### src/rtl/phase_step_scheduler_if.sv
// Control and gate-drive bundle between the speed/control logic and the
// six-step commutation scheduler.
interface phase_step_scheduler_if #(
    parameter int PERIOD_W = 16
);
    logic                en;
    logic                dir;
    logic [PERIOD_W-1:0] period;
    logic [2:0]          gate_hi;
    logic [2:0]          gate_lo;
    logic [2:0]          step;
    logic                step_pulse;
    logic                busy;

    // Control side: supplies run request, direction and step length.
    modport master (
        output en, dir, period,
        input  gate_hi, gate_lo, step, step_pulse, busy
    );

    // Scheduler side: drives the bridge gate enables and status.
    modport slave (
        input  en, dir, period,
        output gate_hi, gate_lo, step, step_pulse, busy
    );
endinterface

### src/rtl/phase_step_scheduler.sv
// Six-step commutation scheduler: per-step tick counter with runtime period,
// forward/reverse stepping and all-off dead-time blanking at every step start.
module phase_step_scheduler #(
    parameter int PERIOD_W    = 16,
    parameter int DEAD_CYCLES = 4     // legal range 1..255
) (
    input logic                   clk,
    input logic                   rst_n,
    phase_step_scheduler_if.slave bus
);

    typedef enum logic [1:0] {
        S_IDLE,
        S_DEAD,
        S_DRIVE
    } state_t;

    typedef struct packed {
        logic [2:0] hi;
        logic [2:0] lo;
    } gates_t;

    localparam logic [PERIOD_W-1:0] ONE       = PERIOD_W'(1);
    localparam logic [PERIOD_W-1:0] DEAD_LAST = PERIOD_W'(DEAD_CYCLES - 1);
    localparam logic [PERIOD_W-1:0] PE_MIN    = PERIOD_W'(DEAD_CYCLES + 1);

    // Bridge pattern per step: one high side and one low side, never the same phase.
    function automatic gates_t step_gates(input logic [2:0] s);
        gates_t g;
        case (s)
            3'd0:    g = '{hi: 3'b001, lo: 3'b010};
            3'd1:    g = '{hi: 3'b001, lo: 3'b100};
            3'd2:    g = '{hi: 3'b010, lo: 3'b100};
            3'd3:    g = '{hi: 3'b010, lo: 3'b001};
            3'd4:    g = '{hi: 3'b100, lo: 3'b001};
            3'd5:    g = '{hi: 3'b100, lo: 3'b010};
            default: g = '0;
        endcase
        return g;
    endfunction

    function automatic logic [2:0] advance(input logic [2:0] s, input logic rev);
        logic [2:0] n;
        if (rev) begin
            n = (s == 3'd0) ? 3'd5 : s - 3'd1;
        end else begin
            n = (s == 3'd5) ? 3'd0 : s + 3'd1;
        end
        return n;
    endfunction

    state_t              state_q, state_d;
    logic [PERIOD_W-1:0] tick_q, tick_d;
    logic [PERIOD_W-1:0] last_q, last_d;   // latched Pe-1, the terminal tick
    logic                dir_q, dir_d;
    logic [2:0]          step_q, step_d;
    gates_t              gates_q, gates_d;
    logic                pulse_q, pulse_d;
    logic                busy_q, busy_d;
    logic [PERIOD_W-1:0] last_in;

    // Short or zero periods stretch to one DRIVE cycle after the dead time.
    assign last_in = ((bus.period < PE_MIN) ? PE_MIN : bus.period) - ONE;

    always_comb begin
        // NOTE: every signal gets a default first, so no path leaves one unassigned and no latch is inferred.
        state_d = state_q;
        tick_d  = tick_q;
        last_d  = last_q;
        dir_d   = dir_q;
        step_d  = step_q;
        pulse_d = 1'b0;

        case (state_q)
            S_IDLE: begin
                tick_d = '0;
                if (bus.en) begin
                    state_d = S_DEAD;
                    last_d  = last_in;
                    dir_d   = bus.dir;
                end
            end

            S_DEAD, S_DRIVE: begin
                if (!bus.en) begin
                    // Disable wins over a coincident step boundary.
                    state_d = S_IDLE;
                    tick_d  = '0;
                end else if (tick_q == last_q) begin
                    state_d = S_DEAD;
                    tick_d  = '0;
                    step_d  = advance(step_q, dir_q);
                    pulse_d = 1'b1;
                    last_d  = last_in;
                    dir_d   = bus.dir;
                end else begin
                    tick_d = tick_q + ONE;
                    if (state_q == S_DEAD && tick_q == DEAD_LAST) begin
                        state_d = S_DRIVE;
                    end
                end
            end

            default: begin
                state_d = S_IDLE;
                tick_d  = '0;
            end
        endcase

        // Gate pattern is decided from the next state so outputs come straight from flops.
        gates_d = (state_d == S_DRIVE) ? step_gates(step_d) : '0;
        busy_d  = (state_d != S_IDLE);
    end

    // NOTE: sequential state uses non-blocking assignments so all flops update together at the edge.
    always_ff @(posedge clk or negedge rst_n) begin
        if (!rst_n) begin
            state_q <= S_IDLE;
            tick_q  <= '0;
            last_q  <= PE_MIN - ONE;
            dir_q   <= 1'b0;
            step_q  <= 3'd0;
            gates_q <= '0;
            pulse_q <= 1'b0;
            busy_q  <= 1'b0;
        end else begin
            state_q <= state_d;
            tick_q  <= tick_d;
            last_q  <= last_d;
            dir_q   <= dir_d;
            step_q  <= step_d;
            gates_q <= gates_d;
            pulse_q <= pulse_d;
            busy_q  <= busy_d;
        end
    end

    assign bus.gate_hi    = gates_q.hi;
    assign bus.gate_lo    = gates_q.lo;
    assign bus.step       = step_q;
    assign bus.step_pulse = pulse_q;
    assign bus.busy       = busy_q;

endmodule

### src/flat_wrapper.sv
// flat-port wrapper written by rule: the top's interface ports become plain ports
module phase_step_scheduler_flat 
#(
    parameter int PERIOD_W    = 16,
    parameter int DEAD_CYCLES = 4                          
)
  (clk, rst_n, bus_en, bus_dir, bus_period, bus_gate_hi, bus_gate_lo, bus_step, bus_step_pulse, bus_busy);
  phase_step_scheduler_if #(.PERIOD_W(PERIOD_W)) bus_i ();
  input logic clk;
  input logic rst_n;
  input wire logic [$bits(bus_i.en)-1:0] bus_en;
  input wire logic [$bits(bus_i.dir)-1:0] bus_dir;
  input wire logic [$bits(bus_i.period)-1:0] bus_period;
  output wire logic [$bits(bus_i.gate_hi)-1:0] bus_gate_hi;
  output wire logic [$bits(bus_i.gate_lo)-1:0] bus_gate_lo;
  output wire logic [$bits(bus_i.step)-1:0] bus_step;
  output wire logic [$bits(bus_i.step_pulse)-1:0] bus_step_pulse;
  output wire logic [$bits(bus_i.busy)-1:0] bus_busy;
  assign bus_i.en = bus_en;
  assign bus_i.dir = bus_dir;
  assign bus_i.period = bus_period;
  assign bus_gate_hi = bus_i.gate_hi;
  assign bus_gate_lo = bus_i.gate_lo;
  assign bus_step = bus_i.step;
  assign bus_step_pulse = bus_i.step_pulse;
  assign bus_busy = bus_i.busy;
  phase_step_scheduler #(.PERIOD_W(PERIOD_W), .DEAD_CYCLES(DEAD_CYCLES)) u_core (.clk(clk), .rst_n(rst_n), .bus(bus_i));
endmodule
### config.mk
export PLATFORM = sky130hd
export DESIGN_NAME = phase_step_scheduler_flat
export DESIGN_NICKNAME = d
export VERILOG_FILES = /design/src/rtl/phase_step_scheduler_if.sv /design/src/rtl/phase_step_scheduler.sv /design/src/flat_wrapper.sv
export SDC_FILE = /design/constraint.sdc
export NUM_CORES = 1
export LEC_CHECK = 0
export ABC_AREA = 1
export CAP_MARGIN = 15
export CORE_MARGIN = 3
export CORE_UTILIZATION = 61
export CTS_CLUSTER_DIAMETER = 120
export DETAILED_ROUTE_END_ITERATION = 12
export PLACE_DENSITY = 0.9
export SLEW_MARGIN = 20
export SYNTH_ARGS = -nofsm -noshare
export SYNTH_HDL_FRONTEND = slang
export SYNTH_SLANG_ARGS = --single-unit
### constraint.sdc
create_clock -name clk -period 3.6 [get_ports clk]
set_input_delay 0.72 -clock clk [delete_from_list [all_inputs] [get_ports clk]]
set_output_delay 0.72 -clock clk [all_outputs]
set_load 0.005 [all_outputs]
## Yosys cells after proc, flatten, opt, wreduce, memory -nomap -nowiden

Index checks and enable logic that the tools add are counted.

| storage, ports and cells | value |
|---|---|
| bits of input ports | 20 |
| output and inout bits | 11 |
| bits in registers | 46 |
| RAM bits | 0 |
| memories | 0 |
| word-level logic and storage cells | 64 |
| bits in latches | 0 |
| ROM bits | 0 |

| cells by class | value |
|---|---|
| multiply operators | 0 |
| eq/ne operators | 14 |
| shift operators | 0 |
| reduce and logical (&&, ||, !) cells | 8 |
| muxes and demuxes | 28 |
| divide/modulo/power cells | 0 |
| bitwise operators | 0 |
| magnitude comparators | 1 |
| $add $sub $neg | 4 |

Operators by type and width:

| kind | number |
|---|---|
| 16-bit 2-to-1 mux | 7 |
| 6-bit case mux with 6 select lines | 1 |
| 16-bit case mux with 2 select lines | 1 |
| 3-bit 2-to-1 mux | 6 |
| 16-bit by 1-bit adder with 16-bit output, second input constant | 1 |
| 16-bit equality test | 1 |
| 16-bit by 2-bit equality test with 1-bit output, second input constant | 1 |
| 16-bit by 3-bit < comparator with 1-bit output, second input constant | 1 |
| 16-bit by 1-bit subtractor with 16-bit output, second input constant | 1 |
| 3-bit equality test, second input constant | 3 |
| 2-bit 2-to-1 mux | 4 |
| 3-bit by 2-bit equality test with 1-bit output, second input constant | 2 |
| 3-bit zero test | 2 |
| 1-bit 2-to-1 mux | 6 |
| 6-bit 2-to-1 mux | 1 |
| 2-bit equality test, second input constant | 2 |
| 2-bit inequality test, second input constant | 2 |
| 2-bit case mux with 2 select lines | 1 |
| 4-bit AND reduction | 1 |
| 2-bit nonzero test | 2 |
| 3-bit by 1-bit adder with 3-bit output, second input constant | 1 |
| 3-bit by 1-bit equality test with 1-bit output, second input constant | 1 |
| 3-bit by 1-bit subtractor with 3-bit output, second input constant | 1 |
| 2-bit by 1-bit equality test with 1-bit output, second input constant | 1 |
| 5 further kinds | 5 |

## Longest topological paths before layout

Gate-level depths: netlist of run 1.

| depth | value |
|---|---|
| word-level depth | 9 |
| depth in mapped cells | 15 |
| depth with buffers taken out | 15 |

## Worst setup path before layout of run 1

OpenSTA, ideal clock, no wires.

| path | value |
|---|---|
| path type | input port to flip-flop |
| from | input bus_period[4] |
| to | register u_core.last_q[14] |
| stages | 14 |
| library setup time | 0.065 ns |
| path buffers | 0 |
| data required time | 3.535 ns |
| path slack | 1.432 ns |
| arrival time | 2.103 ns |
| path through | inv_1 -> nand2_1 -> nor2_2 -> nand3_2 -> nand2_1 -> ha_1 -> inv_1 -> nor2_2 -> nand2_1 -> inv_1 -> nand3_1 -> nand2_1 -> nand2_1 -> nand2_1 |

| between the ends | value |
|---|---|
| cells in the longest elaborated chain, start to end | 6 |
| elaborated cells on any way between the ends | 7 |
| classes of those cells | 1 x add/sub; 1 x order compare; 5 x mux |

Ends and longest elaborated chain:

| element | line | RTL |
|---|---|---|
| from (decl) | flat_wrapper.sv:13 | `input wire logic [$bits(bus_i.period)-1:0] bus_period;` |
| 16-bit by 3-bit < comparator with 1-bit output | phase_step_scheduler.sv:63 | `assign last_in = ((bus.period < PE_MIN) ? PE_MIN : bus.period) - ONE;` |
| 16-bit 2-to-1 mux * | phase_step_scheduler.sv:63 |  |
| 16-bit by 1-bit subtractor with 16-bit output * | phase_step_scheduler.sv:63 |  |
| 16-bit 2-to-1 mux | phase_step_scheduler.sv:89 | `end else if (tick_q == last_q) begin` |
| 16-bit 2-to-1 mux | phase_step_scheduler.sv:85 | `if (!bus.en) begin` |
| 16-bit case mux with 2 select lines * | phase_step_scheduler.sv:74 | `case (state_q)` |
| to (signal assigned) | phase_step_scheduler.sv:120 | `last_q <= PE_MIN - ONE;` |
| to (signal assigned) | phase_step_scheduler.sv:129 | `last_q <= last_d;` |
| to (decl) | phase_step_scheduler.sv:54 | `logic [PERIOD_W-1:0] last_q, last_d;` |

Every way passes the cells marked *; elsewhere a longest branch is shown, timed or not. The select of a mux whose other input is x is not followed.
A chain may end at the register's enable or synchronous reset.

## Final worst setup path of run 1

| path | value |
|---|---|
| from | input bus_period[8] |
| to | register u_core.last_q[14] |

Same word-level chain as after synthesis.

==> impl_metrics.toml, run 1 <==
[status]
status = "complete, no violations"

[clock_network]
post_cts_buffers = 0
cts.clk_slew.worst_paths_ns = 0.08
clk_latency_ns = 0.30
h-tree-depth = 2
root_buffer = "clkbuf_8"
clock_sinks = 46
ctsLongestPathBuffers = 2
cts_tree = "yes"
cts_resized = 0
cts_inserted_buffers = 5
ctsHoldBuffers = 0

[drt]
wirelength_mm = 6.36
num_vias = 2703
drt-pass1-iter-count = 5
route.detailed.drc = 0
ant_nets = 0
wire_per_inst_um = 12.5
drt_iter0_drc = 149
vias_per_cell = 5.33

[setup_path]
worstSetupStartpointType = "input pin"
end_kind = "flop"
crit_type = "input pin to flop"
arrival_ns = 2.87
crit_required_ns = 3.85
cp_max_fo = 8

[hold_path]
hp-class = "flop to flop"

[die]
coreArea_mm2 = 0.00447
fp.dieH_um = 75.0
die_w_um = 75.0
dieArea_mm2 = 0.00563
start_util_pct = 64.9
num_rows = 24
ios = 31

[logic_synthesis]
syn_inst = 420
synth.avg_cell_area_um2 = 6.92
syn_nets = 446
yosysUniqueCellTypes = 36
seq_area_frac_synth_pct = 39.7
ys_seq_elements = 46
synth_area_mm2 = 0.00291
synth_warnings = 0

[finish]
final_util_pct = 74.8
layout-drive-gt1-share_pct = 6.81
insertedDiodeCount = 0
num-fill-cells = 365
layout_common_cells = "nand2_1 (120), inv_1 (69), nor2_1 (57), dfrtp_1 (45), clkdlybuf4s50_1 (29)"
synthToLayoutAreaGrowth_pct = 15.2
final_common_cell = "nand2_1"
nNetsFinal = 480

[sta]
tightestPinTransition_ns = 0.988
rsz0062_at_grt = "false"
max_freq_ghz = 0.381
setup_viol = 0
finalSetupTns_ns = 0
hold_viol = 0
fin_crit_sh_pct = 72.9
relSlewSlack_pct = 34.2
worst_clock_skew_ns = 0.0113
fin_crit_ns = 2.62
maxSlewViolCount = 0

[power]
power_uw = 1570
powerDensity_mw_per_mm2 = 469
power.leakage_uw = 0.00166
irDropWorstVdd_v = 0.000197

[job]
maxCapViolCount = 0

[global_route]
overflow = 0
grt_pass1_wl_mm = 10.5
antenna_found_initial = 0
first_global_vias = 2456
grt_max_degree = 47
track_usage_pct = 24.3

[placement]
dpl.hpwl_mm = 5.00
portBuffers = 30
globalplace.congestion = 0.883
[sequential cells by signal, indices dropped and copies added (netlist names)]
name and flops:
u_core.bus.gate_hi 3, u_core.last_q 16, u_core.bus.step_pulse 1, u_core.tick_q 16, u_core.bus.busy 1, u_core.dir_q 1, u_core.bus.gate_lo 3, u_core.state_q 2
u_core.bus.step 3
[per-stage QoR]
| stage | worst slack [ns] | hold WS, ns | instances | cell area, µm² |
|---|---|---|---|---|
| after floorplan | 1.43 | 0.424 | 420 | 2910 |
| after global placement | 0.749 | 0.488 | 499 | 3240 |
| after detailed placement | 0.666 | 0.496 | 499 | 3240 |
| after CTS | 0.976 | 0.516 | 507 | 3350 |
| after global routing | 0.628 | 0.544 | 507 | 3350 |
| final | 0.977 | 0.513 | 507 | 3350 |
[metal layers]
metal  part of all wire, %  global-route usage [%]
met1                    48                    33.0
met2                    46                    39.2
met3                   3.5                    3.74
met4                   2.6                    9.29
met5                     0                       0
[cell families (layout without fill, tap and decap cells)]
family / count (synthesis) / count (layout) / synth area share, %
xor gates and xnor gates: 8 / 8 / 2.41
DFF: 46 / 46 / 39.7
and+or+nand+nor: 238 / 238 / 36.8
buffers and inverters: 81 / 116 / 10.9
adders and majority gates: 6 / 6 / 2.58
AOI/OAI and AO/OA: 41 / 41 / 7.62
[synth_stat cells]
cell type | count | area (µm²)
clkinv_2 | 1 | 5.00
o21ai_1 | 4 | 20.0
nor4_2 | 1 | 12.5
nor3b_1 | 2 | 15.0
inv_2 | 8 | 30.0
nor2_2 | 2 | 12.5
a21oi_1 | 12 | 60.1
buf_2 | 1 | 5.00
nand3b_1 | 3 | 22.5
a31oi_1 | 6 | 37.5
nand3_1 | 23 | 115
ha_1 | 6 | 75.1
o21ai_2 | 1 | 8.76
and3_1 | 1 | 6.26
o21bai_1 | 1 | 7.51
nor3_1 | 8 | 40.0
xor2_1 | 6 | 52.6
nand3_2 | 1 | 10.0
nor3_2 | 1 | 10.0
o21ai_0 | 16 | 80.1
nand2_1 | 120 | 450
nor2_1 | 57 | 214
nor4_4 | 1 | 21.3
dfrtp_1 | 45 | 1130
nand2_2 | 3 | 18.8
xnor2_1 | 2 | 17.5
nor4_1 | 1 | 6.26
inv_1 | 69 | 259
nor2_4 | 2 | 22.5
nand2_4 | 1 | 11.3
buf_4 | 1 | 7.51
dfstp_2 | 1 | 26.3
o211ai_1 | 1 | 7.51
buf_6 | 1 | 11.3
nand3_4 | 1 | 17.5
nand4_1 | 10 | 62.6
[layout make-up]
| cell class | count | area, µm² | area share, % |
|---|---|---|---|
| multi-input combinational | 293 | 1440 | 42.9 |
| clock buffer | 7 | 76.3 | 2.28 |
| clock inverter | 1 | 30.0 | 0.897 |
| timing repair buffer | 30 | 295 | 8.82 |
| sequential | 46 | 1150 | 34.4 |
| inverter | 78 | 294 | 8.78 |
| tap | 52 | 65.1 | 1.94 |
[path summary, 6_finish.rpt]
kind / from / depth (start not counted) / slack, ns / end
worst min-delay path: u_core.last_q[9] / 2 / 0.51 / u_core.last_q[9]
worst max-delay path: bus_period[8] / 15 / 0.98 / u_core.last_q[14]
worst max register to register: u_core.last_q[2] / 11 / 1.61 / u_core.tick_q[9]
max in group asynchronous: rst_n / 1 / 2.40 / u_core.last_q[9]
min in group asynchronous: rst_n / 1 / 0.58 / u_core.tick_q[2]
worst min register to register: u_core.last_q[9] / 2 / 0.51 / u_core.last_q[9]
[power by group]
group / total (µW) / switching (µW) / internal [µW]
clock network: 377 / 170 / 208
registers: 715 / 84.8 / 631
logic: 476 / 290 / 186
total: 1570 / 545 / 1020
[worst max-delay path: stages]
cell and delay (ns):
clkdlybuf4s50_1 0.47, nor2_1 0.24, nand2_1 0.12, nor2_1 0.13, nand3_2 0.15, nand2_1 0.10
ha_1 0.16, inv_1 0.06, nor2_2 0.29, nand2_1 0.12, inv_1 0.09, nand3_1 0.06
nand2_1 0.06, nand2_1 0.04, nand2_1 0.06
Note: power is estimated with default switching activity, not from simulation.
==> inputs of run 2 (changes only) <==
--- a/config.mk
+++ b/config.mk
@@ -8,10 +8,10 @@
 export ABC_AREA = 1
 export CAP_MARGIN = 15
 export CORE_MARGIN = 3
-export CORE_UTILIZATION = 61
+export CORE_UTILIZATION = 51
 export CTS_CLUSTER_DIAMETER = 120
 export DETAILED_ROUTE_END_ITERATION = 12
-export PLACE_DENSITY = 0.9
+export PLACE_DENSITY = 0.81
 export SLEW_MARGIN = 20
 export SYNTH_ARGS = -nofsm -noshare
 export SYNTH_HDL_FRONTEND = slang
==> constraint.sdc (replaced) <==
create_clock -name clk -period 2.2 [get_ports clk]
set_input_delay 0.44 -clock clk [delete_from_list [all_inputs] [get_ports clk]]
set_output_delay 0.44 -clock clk [all_outputs]
set_load 0.005 [all_outputs]
==> run 2 against run 1 <==
Compared with the run above:
- wire length up 8.1%
- sequential share of layout area down 2.6 points
- via count up 6.7%
- register-to-register slack worse by 1.3 ns
- design area up 8.3%
- sequential power up 64%
- largest cell class unchanged
- largest power group unchanged
==> impl_metrics.toml, run 2 (synthesis gave the netlist of run 1 again) <==
[clock_network]
root_buffer = "clkbuf_8"
ctsHoldBuffers = 0
h-tree-depth = 2
clk_latency_ns = 0.31
cts_tree = "yes"
clock_sinks = 46
ctsLongestPathBuffers = 2
cts.clk_slew.worst_paths_ns = 0.10
post_cts_buffers = 0
cts_inserted_buffers = 5

[finish]
nNetsFinal = 511
multi_input_comb_area_mm2 = 0.00145
insertedDiodeCount = 0
final_common_cell = "nand2_1"
postLayoutCellArea_mm2 = 0.00362
num-fill-cells = 443
final_util_pct = 68.4
layout_common_cells = "nand2_1 (120), inv_1 (69), nor2_1 (57), dfrtp_1 (45), buf_4 (31)"
reg_top3 = "u_core.last_q (16), u_core.tick_q (16)"
synthToLayoutAreaGrowth_pct = 24.8
regArea_mm2 = 0.00115
layout-drive-gt1-share_pct = 13.2

[placement]
dpl.hpwl_mm = 5.33
portBuffers = 30
post_dp_cell_area_mm2 = 0.00350
globalplace.congestion = 0.948

[job]
maxCapViolCount = 0

[drt]
wire_per_inst_um = 12.4
num_vias = 2883
route.detailed.drc = 0
drt-pass1-iter-count = 5
vias_per_cell = 5.19
wirelength_mm = 6.87
drt_iter0_drc = 209
ant_nets = 0

[sta]
tightestPinTransition_ns = 0.567
worst_clock_skew_ns = 0.00897
maxSlewViolCount = 0
hold_viol = 0
fin_crit_sh_pct = 89.8
max_freq_ghz = 0.506
fin_crit_ns = 1.98
rsz0062_at_grt = "false"
setup_viol = 0
relSlewSlack_pct = 62.2
hold_ws_ns = 0.206

[global_route]
overflow = 0
first_global_vias = 2685
antenna_found_initial = 0
grt_max_degree = 47
track_usage_pct = 22.5
grt_pass1_wl_mm = 11.7

[die]
die_w_um = 81.5
num_rows = 26
fp.dieH_um = 81.5
coreArea_mm2 = 0.00530
dieArea_mm2 = 0.00664
ios = 31
start_util_pct = 54.8

[power]
irDropWorstVdd_v = 0.000425
powerDensity_mw_per_mm2 = 742
power.leakage_uw = 0.00183

[setup_path]
critPathLaunch = "bus_period[9]"
worstSetupStartpointType = "input pin"
end_kind = "flop"
rr_endpoint = "u_core.tick_q[12]"
r2r-start = "u_core.tick_q[0]"
reg2reg_depth = 8
r2r_slack_ns = 0.27
crit_required_ns = 2.46
arrival_ns = 2.23
cp_max_fo = 6
crit_type = "input pin to flop"

[status]
status = "complete, no violations"

[hold_path]
hp-class = "input pin to asynchronous set/reset pin"
## run 2: cell count changes in the layout (fill, tap and decap cells not counted), sizes merged
| cell | previous run | this run |
|---|---|---|
| buf | 1 | 32 |
| clkbuf | 7 | 5 |
| inv | 77 | 79 |
## run 2: layout make-up
| class | instances | area share, % |
|---|---|---|
| Multi-Input combinational cell | 293 | 39.9 |
| Sequential cell | 46 | 31.8 |
| Timing Repair Buffer | 61 | 14.6 |
| Inverter | 78 | 8.11 |
| Tap cell | 70 | 2.42 |
| Clock buffer | 5 | 1.90 |
| Clock inverter | 3 | 1.31 |
## run 2: where the power goes
part | internal [µW] | switching (µW)
Clock | 347 | 323
Sequential | 1030 | 138
Combinational | 352 | 499
## run 2: how the worst max path moves through the flow
| stage | to | slack (ns) |
|---|---|---|
| 2_1_floorplan | u_core.last_q[14] | 0.31 |
| 3_3_place_gp | u_core.last_q[14] | -0.1 |
| 3_5_place_dp | u_core.last_q[12] | -0.19 |
| 4_1_cts | u_core.last_q[12] | 0.14 |
| 5_1_grt | u_core.tick_q[12] | 0.04 |
| 6_report | u_core.last_q[14] | 0.22 |
## run 2: repair_timing
item | CTS | global route
endpoints found under the setup margin | 0 | 4
gates resized for setup | 0 | 2
endpoints found under the hold margin | 0 | 0
## run 2: layer usage
| layer | vias to the layer above | share of wire, % | GRT usage (%) |
|---|---|---|---|
| li1 | 1436 | - | - |
| met1 | 1318 | 44 | 29.4 |
| met2 | 113 | 47 | 37.2 |
| met3 | 16 | 5.7 | 4.28 |
| met4 | 0 | 2.4 | 7.94 |
| met5 | - | 0 | 0 |
## run 2: critical path: stages
cell	delay (ns)
clkdlybuf4s50_1	0.43
nor2_1	0.16
nand2_1	0.09
nor2_1	0.13
nand3_2	0.10
nand2_1	0.08
ha_1	0.16
inv_1	0.08
nor2_4	0.17
nand2_1	0.08
inv_1	0.08
nand3_1	0.06
nand2_1	0.06
nand2_1	0.05
nand2_1	0.06
## run 2: metrics by stage
| step | power (µW) | TNS, ns | std cells | setup slack [ns] |
|---|---|---|---|---|
| global route | 2880 | 0 | 556 | 0.0364 |
| detailed placement | 2020 | -0.865 | 548 | -0.194 |
| floorplan | 1740 | 0 | 420 | 0.312 |
| CTS | 2700 | 0 | 556 | 0.136 |
| finish | 2690 | 0 | 556 | 0.225 |
| global placement | 1980 | -0.384 | 548 | -0.0973 |
==> inputs of run 3 (changes only) <==
--- a/config.mk
+++ b/config.mk
@@ -5,13 +5,13 @@
 export SDC_FILE = /design/constraint.sdc
 export NUM_CORES = 1
 export LEC_CHECK = 0
-export ABC_AREA = 1
+export ABC_AREA = 0
 export CAP_MARGIN = 15
 export CORE_MARGIN = 3
-export CORE_UTILIZATION = 51
+export CORE_UTILIZATION = 35
 export CTS_CLUSTER_DIAMETER = 120
 export DETAILED_ROUTE_END_ITERATION = 12
-export PLACE_DENSITY = 0.81
+export PLACE_DENSITY = 0.61
 export SLEW_MARGIN = 20
 export SYNTH_ARGS = -nofsm -noshare
 export SYNTH_HDL_FRONTEND = slang
==> run 3 against run 2 <==
Compared with the run above:
- the flow now finishes with violations (negative setup slack)
- die area up 30%
- sequential power up 3%
- worst hold slack about the same
- sequential cell count unchanged
- non-clock buffer count up 34
- wire length down 13%
- critical path type unchanged
- largest cell class unchanged
==> impl_metrics.toml, run 3 <==
[status]
status = "finished with violations"
violations = "negative setup slack"

[sta]
fin_crit_ns = 2.34
setup_ws_ns = -0.135
hold_viol = 0
relSlewSlack_pct = 61.2
fin_crit_sh_pct = 106
tightestPinTransition_ns = 0.583
worst_clock_skew_ns = 0.00872
max_freq_ghz = 0.428
setup_viol = 7
maxSlewViolCount = 0
hold_ws_ns = 0.206
rsz0062_at_grt = "true"

[logic_synthesis]
async_flop_share_pct = 100
synth_edf_count = 0
seq_area_frac_synth_pct = 43.8
synth_warnings = 0
synth.avg_cell_area_um2 = 10.5
syn_nets = 276
ys_seq_elements = 46
yosys-top-cells-count = "dfrtp_1 (45), nor2_1 (30), xnor2_1 (21), xor2_1 (21), nand2_1 (10)"
synthFlopType = "dfrtp_1"
yosysMostFrequentCell = "dfrtp_1"
yosysTopAreaCell = "dfrtp_1"
synth_area_mm2 = 0.00263
yosys-top-cells-area = "dfrtp_1 (43%), xnor2_1 (7.0%), xor2_1 (7.0%)"
yosysUniqueCellTypes = 46
syn_inst = 250
synth_top_area_share_pct = 42.8

[power]
combPwrFrac_pct = 35.8
irDropWorstVdd_v = 0.000430
intPower_uw = 1990
clkPwrFrac_pct = 21.2
powerDensity_mw_per_mm2 = 731
switchingPower_uw = 836
power.leakage_uw = 0.00167
seq_power_share_pct = 43.0
sw_frac_of_total_pct = 29.6

[global_route]
antenna_found_initial = 0
overflow = 0
grt_max_degree = 47
grt_pass1_wl_mm = 9.76
track_usage_pct = 14.1
first_global_vias = 2062

[drt]
wire_per_inst_um = 13.6
wirelength_mm = 5.99
route.detailed.drc = 0
num_vias = 2117
drt-pass1-iter-count = 4
ant_nets = 0
drt_iter0_drc = 128
vias_per_cell = 4.82

[finish]
insertedDiodeCount = 0
fin_cells = 439
nNetsFinal = 368
reg_top3 = "u_core.last_q (16), u_core.tick_q (16)"
layout-drive-gt1-share_pct = 40.5
layout_common_cells = "buf_4 (59), dfrtp_1 (39), nor2_1 (29), xor2_1 (21), xnor2_1 (18)"
final_common_cell = "buf_4"
synthToLayoutAreaGrowth_pct = 46.6

[setup_path]
crit_slowest_cell = "or3_4"
end_kind = "flop"
rr_endpoint = "u_core.bus.gate_lo[1]"
critical-path-max-stage-delay_ns = 0.37
critical-path-top-delay-family = "simple AND/OR/NAND/NOR gates"
r2r-start = "u_core.last_q[2]"
arrival_ns = 2.51
crit_chain = "buf_6 > or3_4 > nand4b_1 > o31ai_2 > ha_2 > nor3b_4 > o21ai_4 > nor4_2 > xor2_1 > mux2_4"
worst-path-buf-inv = 1
crit_end = "u_core.last_q[12]"
worstSetupStartpointType = "input pin"
r2r_slack_ns = -0.04
crit_required_ns = 2.38
path_depth = 10
crit_type = "input pin to flop"
cp_max_fo = 6
critPathLaunch = "bus_period[5]"
reg2reg_depth = 8

[die]
ios = 31
dieArea_mm2 = 0.00860
fp.dieH_um = 92.7
die_w_um = 92.7
coreArea_mm2 = 0.00706
num_rows = 30
start_util_pct = 37.3

[hold_path]
hp-class = "input pin to asynchronous set/reset pin"

[clock_network]
cts.clk_slew.worst_paths_ns = 0.09
ctsLongestPathBuffers = 2
root_buffer = "clkbuf_8"
cts_tree = "yes"
clock_sinks = 46
h-tree-depth = 2
clk_latency_ns = 0.29
cts_inserted_buffers = 5

[placement]
dpl.hpwl_mm = 4.12
portBuffers = 30
dp_cells = 410
globalplace.congestion = 0.801

[job]
maxCapViolCount = 0
run 3: changes by cell type after synthesis, moves of 8 or more:
cell     change
nand2_1    -110
inv_2        -8
o21ai_0     -12
inv_1       -62
xor2_1      +15
nor2_1      -27
mux2_2       +9
xnor2_1     +19
nand3_1     -17
run 3: cell families after synthesis:
kind of cell,share of synthesized area (%)
compound gates,6.32
xor+xnor,14.6
fa+ha+maj,2.85
buf+inv,3.42
flops,43.8
mux,9.45
simple gates,19.6
run 3: repair_timing:
action / in CTS / in global routing
setup endpoints to repair: 14 / 21
pin swaps: 14 / 21
buffers inserted: 7 / 14
hold buffers: 0 / 0
gates resized for setup: 44 / 35
run 3: final cells by class:
type	count	area, µm²
Sequential cell	46	1160
Timing Repair Buffer	95	818
Inverter	7	26.3
Fill cell	637	3200
Tap cell	96	120
Clock buffer	8	110
Multi-Input combinational cell	187	1630
run 3: power by group through the flow:
| stage | Combinational [µW] | Sequential [µW] | Clock, µW |
|---|---|---|---|
| floorplan | 574 | 1160 | 0 |
| finish | 1010 | 1210 | 598 |
| CTS | 861 | 1210 | 610 |
| global placement | 780 | 1210 | 0 |
| global route | 1100 | 1250 | 644 |
| detailed placement | 794 | 1220 | 0 |
run 3: stage by stage:
step | utilization [%] | area (µm²) | power (µW) | worst slack, ns | setup TNS [ns]
2_1_floorplan | - | 2660 | 1740 | -0.362 | -1.80
3_3_place_gp | 47.5 | 3350 | 1990 | -0.799 | -6.93
3_5_place_dp | 47.5 | 3350 | 2010 | -0.854 | -7.61
4_1_cts | 50.9 | 3590 | 2680 | -0.166 | -0.410
5_1_grt | 54.7 | 3860 | 2990 | -0.273 | -2.22
6_report | 54.7 | 3860 | 2820 | -0.135 | -0.654
run 3: routing by layer:
metal / share of wire, % / vias up / global-route usage [%]
li1: - / 1055 / -
met3: 2.4 / 7 / 1.38
met1: 48 / 1022 / 19.7
met5: 0 / - / 0
met4: 1.5 / 0 / 5.62
met2: 48 / 33 / 22.4
run 3: worst min-delay path by stage:
stage / cells past startpoint / end / startpoint
global placement: 1 / u_core.tick_q[0] / u_core.tick_q[0]
detailed placement: 1 / u_core.tick_q[0] / u_core.tick_q[0]
global route: 2 / u_core.tick_q[11] / rst_n
floorplan: 0 / u_core.bus.busy / rst_n
finish: 2 / u_core.tick_q[11] / rst_n
CTS: 2 / u_core.tick_q[11] / rst_n
run 3: worst reg2reg max path: stages (launching register included):
cell and delay (ns):
dfstp_2 0.56, xnor2_2 0.11, nand4_1 0.14, nor4_4 0.35, buf_4 0.16, and3_4 0.23, buf_6 0.12, mux2i_4 0.24
nor4b_4 0.24
